**src/rtl/reg_file.sv**
```systemverilog
// reg_file: DEPTH x WIDTH register bank with one write port and two
// asynchronous read ports.
//
// Parameters:
//   WIDTH    - data width of every register (>= 2)
//   DEPTH    - number of registers (power of two, >= 2)
//   ZERO_REG - 1: register 0 reads as zero and ignores writes
//   BYPASS   - 1: a same-cycle write is forwarded to a matching read port
//
// Ports:
//   clk_i      - clock; state changes on its rising edge
//   rst_n_i    - asynchronous active-low reset, clears every register
//   wen_i      - write enable
//   wop_i      - write op: 00 LOAD, 01 INC, 10 DEC, 11 CLR
//   waddr_i    - write target register
//   wdata_i    - LOAD data (ignored by the other ops)
//   raddr_a_i  - read port A address
//   raddr_b_i  - read port B address
//   rdata_a_o  - read port A data
//   rdata_b_o  - read port B data
//   wval_o     - value being written this cycle, 0 when nothing is written
module reg_file #(
  parameter int WIDTH    = 8,
  parameter int DEPTH    = 4,
  parameter int ZERO_REG = 0,
  parameter int BYPASS   = 1,
  localparam int ADDR_W  = $clog2(DEPTH)
) (
  input  logic              clk_i,
  input  logic              rst_n_i,
  input  logic              wen_i,
  input  logic [1:0]        wop_i,
  input  logic [ADDR_W-1:0] waddr_i,
  input  logic [WIDTH-1:0]  wdata_i,
  input  logic [ADDR_W-1:0] raddr_a_i,
  input  logic [ADDR_W-1:0] raddr_b_i,
  output logic [WIDTH-1:0]  rdata_a_o,
  output logic [WIDTH-1:0]  rdata_b_o,
  output logic [WIDTH-1:0]  wval_o
);

  localparam logic [1:0] OP_LOAD = 2'b00;
  localparam logic [1:0] OP_INC  = 2'b01;
  localparam logic [1:0] OP_DEC  = 2'b10;

  logic [WIDTH-1:0] regs_q [DEPTH];
  logic [WIDTH-1:0] regs_d [DEPTH];
  logic [WIDTH-1:0] cur_val;
  logic [WIDTH-1:0] next_val;
  logic [WIDTH-1:0] wval;
  logic             wr_blocked;
  logic             wr_active;

  // Write path: next value of the addressed register.
  always_comb begin
    cur_val = regs_q[waddr_i];
    case (wop_i)
      OP_LOAD: next_val = wdata_i;
      OP_INC:  next_val = cur_val + WIDTH'(1);
      OP_DEC:  next_val = cur_val - WIDTH'(1);
      default: next_val = '0;
    endcase

    // Register 0 writes are dropped when it is hardwired to zero.
    wr_blocked = (ZERO_REG != 0) && (waddr_i == '0);
    // While reset is held nothing is written, so nothing is reported or
    // forwarded either; this keeps the read ports at zero during reset.
    wr_active  = rst_n_i && wen_i && !wr_blocked;
    wval       = wr_active ? next_val : '0;

    regs_d = regs_q;
    if (wr_active) begin
      regs_d[waddr_i] = next_val;
    end
  end

  // Register 0 is never written when ZERO_REG=1, so it stays at its reset
  // value and synthesis can fold it to a constant.
  always_ff @(posedge clk_i or negedge rst_n_i) begin
    if (!rst_n_i) begin
      for (int i = 0; i < DEPTH; i++) begin
        regs_q[i] <= '0;
      end
    end else begin
      regs_q <= regs_d;
    end
  end

  // Read ports: stored value, optionally overridden by the in-flight write,
  // with the zero register taking priority over both.
  always_comb begin
    rdata_a_o = regs_q[raddr_a_i];
    if ((BYPASS != 0) && wr_active && (raddr_a_i == waddr_i)) begin
      rdata_a_o = wval;
    end
    if ((ZERO_REG != 0) && (raddr_a_i == '0)) begin
      rdata_a_o = '0;
    end

    rdata_b_o = regs_q[raddr_b_i];
    if ((BYPASS != 0) && wr_active && (raddr_b_i == waddr_i)) begin
      rdata_b_o = wval;
    end
    if ((ZERO_REG != 0) && (raddr_b_i == '0)) begin
      rdata_b_o = '0;
    end
  end

  assign wval_o = wval;

endmodule

```
**config.mk**
```make
export PLATFORM = sky130hd
export DESIGN_NAME = reg_file
export DESIGN_NICKNAME = d
export VERILOG_FILES = /design/src/rtl/reg_file.sv
export SDC_FILE = /design/constraint.sdc
export NUM_CORES = 1
export LEC_CHECK = 0
export BUFFER_PORTS_ARGS = -buffer_cell sky130_fd_sc_hd__buf_2
export CORE_AREA = 2 2 77 79
export CTS_BUF_LIST = sky130_fd_sc_hd__clkbuf_8
export DETAILED_ROUTE_END_ITERATION = 8
export DIE_AREA = 0 0 79 81
export GPL_TIMING_DRIVEN = 0
export HOLD_SLACK_MARGIN = 0.02
export PLACE_DENSITY = 0.66
export REMOVE_ABC_BUFFERS = 1
export SLEW_MARGIN = 10
export SYNTH_ARGS = -nofsm -noshare
export SYNTH_HDL_FRONTEND = slang
export SYNTH_SLANG_ARGS = --single-unit
```
**constraint.sdc**
```tcl
create_clock -name clk_i -period 6.8 [get_ports clk_i]
set_input_delay 0 -clock clk_i [delete_from_list [all_inputs] [get_ports clk_i]]
set_output_delay 0 -clock clk_i [all_outputs]
set_load 0.05 [all_outputs]
```
# ---- Word level (Yosys, flattened, before mapping)
# Cells that the tools add are included.
# Widths: inputs -> output; s select.
dict set report classes {
  shift 0
  n_div 0
  n_bitwise 3
  n_reduce_logical 5
  mul 0
  addsub 2
  mux 16
  n_eq_ne 4
  n_lt_le_gt_ge 4
}
# cell count
set op_table {}
lappend op_table {{$mux 8} 10}
lappend op_table {{$bmux 8 s2} 3}
lappend op_table {{$bwmux 32} 1}
lappend op_table {{$pmux 8 s3} 1}
lappend op_table {{$demux 8 s2} 1}
lappend op_table {{$ge 3x3->1 const B} 3}
lappend op_table {{$not 2->3} 3}
lappend op_table {{$add 8x1->8 const B} 1}
lappend op_table {{$sub 8x1->8 const B} 1}
lappend op_table {{$eq 2x2->1} 2}
lappend op_table {{$logic_and 1x1->1} 4}
lappend op_table {{$lt 3x1->1 const B} 1}
lappend op_table {{$eq 2x1->1 const B} 1}
lappend op_table {{$eq 2x2->1 const B} 1}
lappend op_table {{$logic_not 2->1} 1}
dict set report totals {
  latchBits 0
  wordCells 38
  out_inout_bits 24
  ff_bits 32
  mem_count 0
  mem_bits_ro 0
  inputBits 19
  ram_bits 0
}

# ---- Logic depth before layout (Yosys ltp)
# Gate-level depths: netlist of run 1.
dict set report depth {
  word_depth 8
  ltp_mapped 10
  depth_no_buf 9
}

# ---- Worst setup path before layout of run 1
# No wires, ideal clock.
dict set report synth_path {
  kind {input to output}
  start {in waddr_i[0]}
  end {out rdata_a_o[7]}
  cell_stages 10
  slack_ns 3.538
  t_arrival_ns 3.262
  path_buffers 2
  required_ns 6.800
  cell_sequence {buf_6 -> buf_2 -> mux4_2 -> ha_1 -> a21o_1 -> a31oi_4 -> o41ai_2 -> xnor2_1 -> a22oi_4 -> o31ai_1}
}
dict set report synth_via {
  elab_chain_cells 8
  elab_cells_between_ends 11
  cone_classes {2 x add/sub; 1 x eq/ne; 6 x mux; 1 x bitwise; 1 x reduce/logical}
}
# item line
set synth_lines {}
lappend synth_lines {{start: declaration} 33} ;# input logic [ADDR_W-1:0] waddr_i,
lappend synth_lines {{$not 2->3 (not written as such)} 56} ;# cur_val = regs_q[waddr_i];
lappend synth_lines {{$bmux 8 s2} 56}
lappend synth_lines {{$mux 8 (not written as such) (2 in series)} 56}
lappend synth_lines {{$sub 8x1->8 / $add 8x1->8 (equally long branches)} {60, 59}}
lappend synth_lines {{$pmux 8 s3} 57} ;# case (wop_i)
lappend synth_lines {{$mux 8} 69} ;# wval = wr_active ? next_val : '0;
lappend synth_lines {{$mux 8 (*)} 93} ;# if ((BYPASS != 0) && wr_active && (raddr_a_i == waddr_i)) begin
lappend synth_lines {{end: declaration} 37} ;# output logic [WIDTH-1:0] rdata_a_o,
# Mark *: on every way between the ends. The rest lies on a longest branch, timed or not. The select of a mux whose other input is x is not followed.

# ---- Worst setup path after layout of run 1
dict set report layout_path {
  start {in rst_n_i}
  end {out rdata_a_o[5]}
}
dict set report layout_via {
  elab_chain_cells 3
  elab_cells_between_ends 4
  cone_classes {2 x mux; 2 x reduce/logical}
}
# item line
set layout_lines {}
lappend layout_lines {{start: declaration} 30} ;# input logic rst_n_i,
lappend layout_lines {{$logic_and 1x1->1 (*)} 68} ;# wr_active = rst_n_i && wen_i && !wr_blocked;
lappend layout_lines {{$mux 8 / $logic_and 1x1->1 (equally long branches)} {69, 93}}
lappend layout_lines {{$mux 8 (*)} 93}
# Mark *: on every way between the ends. The rest lies on a longest branch, timed or not.

==> impl_metrics.json, run 1 <==
{
  "slowest_delay_ns": 0.78,
  "setup_viol": 0,
  "cts_sinks": 32,
  "htreeDepth": 2,
  "fill_cells": 553,
  "dieArea_um2": 6399,
  "synthTopCellsByCount": "nand2_1, o21ai_0, dfrtp_1",
  "finalCritPeriodShare": 0.4746,
  "worst-setup-path-type": "primary input to output port",
  "place_inst": 348,
  "fp.dieW_um": 79,
  "dp_hpwl_mm": 4.362,
  "hold_path.class": "primary input to register",
  "ant_nets": 0,
  "critPathArrivalTime_ns": 3.23,
  "power_density_nw_per_um2": 304.9,
  "wl_met3_um": 311,
  "wl_met2_mm": 3.013,
  "viasPerCell": 5.767,
  "cp-start-kind": "primary input",
  "rsz0062_at_grt": "no",
  "ctsResizeCount": 0,
  "synth_top_area_frac": 0.3195,
  "cp-end-kind": "output port",
  "port_buffers": 42,
  "top_register": "regs_q",
  "antenna_found_initial": 0,
  "relSlewSlack": 0.4796,
  "tightest_slew_ns": 0.7806,
  "numCtsBuffers": 5,
  "clk_latency_ns": 0.28,
  "critPathMaxFanout": 34,
  "yosysTopAreaCell": "dfrtp_1",
  "fin_crit_ns": 3.227,
  "grt_overflow": 0,
  "cp_cell_sequence": "dlygate4sd3_1, buf_2, nand2_1, or3_1, o31ai_1, buf_2",
  "async_reset_ff_frac": 1.000,
  "antenna_cells": 0,
  "irDropWorstVdd_mv": 0.1775,
  "critical_path_required_ns": 6.80,
  "crit_buf_inv": 3,
  "ioPinCount": 43,
  "grt_max_degree": 35,
  "initial_utilization": 0.4416,
  "fin_util": 0.4996,
  "cts_tree": "built",
  "synth_flop_cell": "dfrtp_1",
  "ys.warnings.count": 0,
  "status": "finished clean",
  "worst_path_most_repeated_cell": "buf_2",
  "largestRegisters": "regs_q (32)",
  "final_cell_count_no_fill": 356,
  "layout_setup_ws_ns": 3.573,
  "finalSetupTns_ns": 0,
  "avgSynthCellArea_um2": 10.02,
  "root_buffer": "clkbuf_8",
  "syn_inst": 250,
  "path_clk_slew_ns": 0.07,
  "num_vias": 2053,
  "layout.nets": 311,
  "synth-edff-count": 0,
  "m1WireLength_mm": 2.787,
  "finalInstanceArea_um2": 2835,
  "drv_cap": 0,
  "synth-seq-cells": 32,
  "routed.top_layer": "met4",
  "synth_cell_types": 37,
  "synth_area_leaders": "dfrtp_1, mux4_2, nand2_1",
  "drc_errors": 0,
  "grt_pass1_vias": 1921,
  "pre_cts_ws_ns": 3.927,
  "die_h_um": 81,
  "first_iter_violations": 146,
  "place_congestion": 0.9547,
  "p_leak_nw": 1.264,
  "hold_viol": 0,
  "syn_area_um2": 2506,
  "slowest_stage": "or3_1",
  "crit_family": "buffers and inverters",
  "synthToLayoutAreaGrowth_pct": 13.13,
  "wire_per_inst_um": 17.35,
  "yosysMostFrequentCell": "nand2_1",
  "grtUsageTotal": 0.2063,
  "ctsLongestPathBuffers": 2,
  "max_freq_mhz": 309.9,
  "core_um2": 5675,
  "layout-drive-gt1-share": 0.2918,
  "grt_pass1_wl_mm": 9.887,
  "drt-total-wl_mm": 6.177,
  "placed_area_um2": 2729,
  "std_cell_rows": 28,
  "yosysSeqAreaShare": 0.3195,
  "fin_skew_ns": 0.008058,
  "largest_reg_flops": 32,
  "slew_violations": 0,
  "dr.pass1.iters": 4
}
worst paths after layout:
path	slack (ns)	from	to	depth (start not counted)
setup / recovery	3.57	rst_n_i	rdata_a_o[5]	6
hold / removal	0.09	wdata_i[6]	regs_q[30]$_DFFE_PN0P_	3
setup reg to reg	4.17	regs_q[11]$_DFFE_PN0P_	regs_q[20]$_DFFE_PN0P_	7
hold reg to reg	0.52	regs_q[10]$_DFFE_PN0P_	regs_q[10]$_DFFE_PN0P_	2
max in group asynchronous	5.97	rst_n_i	regs_q[18]$_DFFE_PN0P_	2
min in group asynchronous	0.34	rst_n_i	regs_q[14]$_DFFE_PN0P_	2
power by group:
group	internal [mW]	switching [mW]
Combinational	0.162	0.264
Clock	0.0901	0.0688
Sequential	0.238	0.0421
layout make-up:
cell class | count | area [um2] | area share
clock buffer | 7 | 96.34 | 0.03398
timing repair buffer | 43 | 220.2 | 0.07767
tap | 75 | 93.84 | 0.03310
sequential | 32 | 800.8 | 0.2824
inverter | 3 | 11.26 | 0.003972
multi-input combinational | 196 | 1613 | 0.5688
metal layers:
layer,up-vias,GRT usage
met2,47,0.3339
met5,-,0
met3,7,0.04111
met1,1013,0.2884
met4,0,0.05000
li1,986,-
timing repair:
item,4_1_cts,5_1_grt
hold buffers,1,0
endpoints found under the hold margin,32,0
buffers inserted,0,0
cells in the final DEF, fill, tap and decap left out, types with 2 or more instances in the layout:
cell	instances
nor2_1	12
nand2b_1	2
inv_1	3
dfrtp_1	32
clkbuf_8	7
xor2_1	6
a21oi_1	5
o21ai_1	6
o21ai_0	35
nor2b_1	2
a22oi_1	5
xnor2_1	3
a21o_1	3
or3_1	3
mux4_2	24
o41ai_2	2
buf_2	42
nand2_1	53
or2_2	2
nor3_1	3
ha_1	10
o31ai_1	7
cell families after synthesis:
| logic type | Yosys count | share of synthesized area |
|---|---|---|
| buffers and inverters | 22 | 0.03694 |
| AO/OA/AOI/OAI | 71 | 0.1927 |
| flip-flops | 32 | 0.3195 |
| AND/OR/NAND/NOR | 79 | 0.1303 |
| XOR/XNOR | 10 | 0.04244 |
| multiplexers | 25 | 0.2202 |
| adder cells (fa/ha/maj) | 11 | 0.05791 |
per-stage QoR:
| stage | total power, mW | hold slack (ns) |
|---|---|---|
| floorplan | 0.6102 | -0.2956 |
| global placement | 0.7010 | 0.1118 |
| detailed placement | 0.7078 | 0.1202 |
| CTS | 0.8685 | 0.08638 |
| global route | 0.9217 | 0.1277 |
| finish | 0.8646 | 0.08540 |
tightest hold or removal path, cell delays in order:
cell and delay (ns):
buf_2 0.11, a32oi_4 0.09, o21ai_1 0.13
No activity file was read; power rests on OpenSTA's default activity.
==> run 2, diff against run 1 <==
PLACE_DENSITY = 0.69   (was 0.66)
clock period = 2.95 ns   (was 6.8 ns; I/O delays follow)
==> run 2 against run 1 <==
Combinational power up 140%. Via count grew 1.7%. Clock skew fell by 0.0016 ns. Routed wire length is 1.5% higher. Worst setup slack worse by 3.5 ns. Final cell count up 0.84%. Clock power rose by 120%. Critical endpoint is now rdata_b_o[7].
==> impl_metrics.json, run 2 (same netlist as run 1, synthesis figures left out) <==
{
  "ioPinCount": 43,
  "num_vias": 2088,
  "ant_nets": 0,
  "rsz0062_at_grt": "yes",
  "synthToLayoutAreaGrowth_pct": 15.78,
  "r2r_slack_ns": 0.46,
  "status": "finished clean",
  "root_buffer": "clkbuf_8",
  "cp-start-kind": "register",
  "slowest_stage": "mux4_2",
  "dieArea_um2": 6399,
  "fin_crit_ns": 2.861,
  "rr_startpoint": "regs_q[2]$_DFFE_PN0P_",
  "place_congestion": 0.9412,
  "crit_family": "compound AO/OA/AOI/OAI gates",
  "slew_violations": 0,
  "initial_utilization": 0.4416,
  "cp-endpoint": "rdata_b_o[7]",
  "cts_sinks": 32,
  "wire_per_inst_um": 17.46,
  "dp_hpwl_mm": 4.314,
  "use_met3": 0.04778,
  "path_clk_slew_ns": 0.07,
  "core_um2": 5675,
  "placed_area_um2": 2729,
  "worst_path_most_repeated_cell": "o41ai_2",
  "relSlewSlack": 0.5572,
  "worst-setup-path-type": "register to output port",
  "viasPerCell": 5.816,
  "hold_viol": 0,
  "crit_cells": 9,
  "htreeDepth": 2,
  "critical_path_required_ns": 2.95,
  "fp.dieW_um": 79,
  "crit_buf_inv": 1,
  "largestRegisters": "regs_q (32)",
  "final_common_cell": "nand2_1",
  "layout-drive-gt1-share": 0.3063,
  "finalCritPeriodShare": 0.9700,
  "die_h_um": 81,
  "power_density_nw_per_um2": 694.9,
  "grt_overflow": 0,
  "final_cell_mix": "nand2_1, buf_2, o21ai_0, dfrtp_1, mux4_2",
  "fin_skew_ns": 0.006468,
  "setup_viol": 0,
  "slowest_delay_ns": 0.54,
  "grtUsageTotal": 0.2105,
  "cp-startpoint": "regs_q[2]$_DFFE_PN0P_",
  "antenna_found_initial": 0,
  "grt_pass1_vias": 1936,
  "cp-end-kind": "output port",
  "tightest_slew_ns": 0.6622,
  "cts_tree": "built",
  "antenna_cells": 0,
  "grt_busiest_layer": "met2",
  "critPathMaxFanout": 7,
  "critPathArrivalTime_ns": 2.86,
  "r2r-end": "regs_q[7]$_DFFE_PN0P_",
  "layout_setup_ws_ns": 0.08861,
  "numCtsBuffers": 5,
  "dr.pass1.iters": 4,
  "first_iter_violations": 133,
  "p_total_mw": 2.016,
  "grt_use_met2": 0.3525,
  "ctsLongestPathBuffers": 2,
  "grt_max_degree": 33,
  "cp_cell_sequence": "mux4_2, ha_4, a21o_1, a31oi_4, o41ai_2, xnor2_1, a22oi_4, o41ai_2, buf_4",
  "p_leak_nw": 1.280,
  "max_freq_mhz": 349.5,
  "std_cell_rows": 28,
  "drc_errors": 0,
  "grt_pass1_wl_mm": 10.05,
  "hold_path.class": "primary input to register",
  "pre_cts_ws_ns": 0.08334,
  "reg2reg_depth": 8,
  "largest_reg_flops": 32,
  "finalInstanceArea_um2": 2902,
  "port_buffers": 42,
  "top_register": "regs_q",
  "grtUsageMet1": 0.2789,
  "layout.nets": 313,
  "drt-total-wl_mm": 6.268,
  "drv_cap": 0,
  "clk_latency_ns": 0.29,
  "irDropWorstVdd_mv": 0.2965
}
-- run 2: changes by cell type in the layout (fill, tap and decap cells not counted), sizes merged --
| cell | before | now |
|---|---|---|
| buf | 42 | 43 |
| inv | 3 | 5 |
-- run 2: how the worst min path moves through the flow --
stage          slack, ns       start  cells after the start                     end
2_1_floorplan      -0.30     rst_n_i                      0   regs_q[0]$_DFFE_PN0P_
3_3_place_gp        0.10     rst_n_i                      1  regs_q[22]$_DFFE_PN0P_
3_5_place_dp        0.12     rst_n_i                      1  regs_q[30]$_DFFE_PN0P_
4_1_cts             0.09  wdata_i[6]                      3  regs_q[22]$_DFFE_PN0P_
5_1_grt             0.12  wdata_i[6]                      3  regs_q[14]$_DFFE_PN0P_
6_report            0.09  wdata_i[6]                      3   regs_q[6]$_DFFE_PN0P_
-- run 2: area by class of cell --
cell class | instances | area [um2]
tap | 75 | 93.84
fill | 528 | 2774
multi-input combinational | 196 | 1648
sequential | 32 | 800.8
timing repair buffer | 45 | 257.7
inverter | 3 | 11.26
clock buffer | 6 | 82.58
clock inverter | 2 | 7.507
-- run 2: metrics by stage --
step / instances / util / setup TNS (ns) / hold WS (ns)
4_1_cts: 358 / 0.5060 / 0 / 0.09082
6_report: 359 / 0.5112 / 0 / 0.09497
2_1_floorplan: 231 / - / -0.9320 / -0.2956
3_5_place_dp: 348 / 0.4808 / 0 / 0.1170
3_3_place_gp: 348 / 0.4808 / 0 / 0.1024
5_1_grt: 359 / 0.5112 / -0.07385 / 0.1193
-- run 2: repair_timing --
action / 4_1_cts / 5_1_grt
hold buffers: 2 / 0
pin swaps: 2 / 1
endpoints found under the setup margin: 5 / 12
resized for setup: 4 / 5
setup buffers: 0 / 1
endpoints found under the hold margin: 32 / 0
-- run 2: worst register-to-register path, cell delays in order (launching register included) --
cell and delay [ns]:
dfrtp_1 0.40, mux4_2 0.54, ha_4 0.33, a21o_1 0.15
a31oi_4 0.05, o41ai_2 0.27, xnor2_1 0.21, a22oi_4 0.13
o31ai_1 0.29
-- run 2: where the power goes --
group | leakage (nW) | total, mW | switching [mW] | internal, mW
Clock | 0.0538 | 0.348 | 0.165 | 0.183
Sequential | 0.422 | 0.647 | 0.0985 | 0.548
Combinational | 0.804 | 1.02 | 0.621 | 0.401
-- run 2: metal layers --
metal | part of all wire | vias to the layer above
li1 | - | 986
met1 | 0.44 | 1018
met2 | 0.48 | 77
met3 | 0.065 | 7
met4 | 0.0093 | 0
met5 | 0 | -
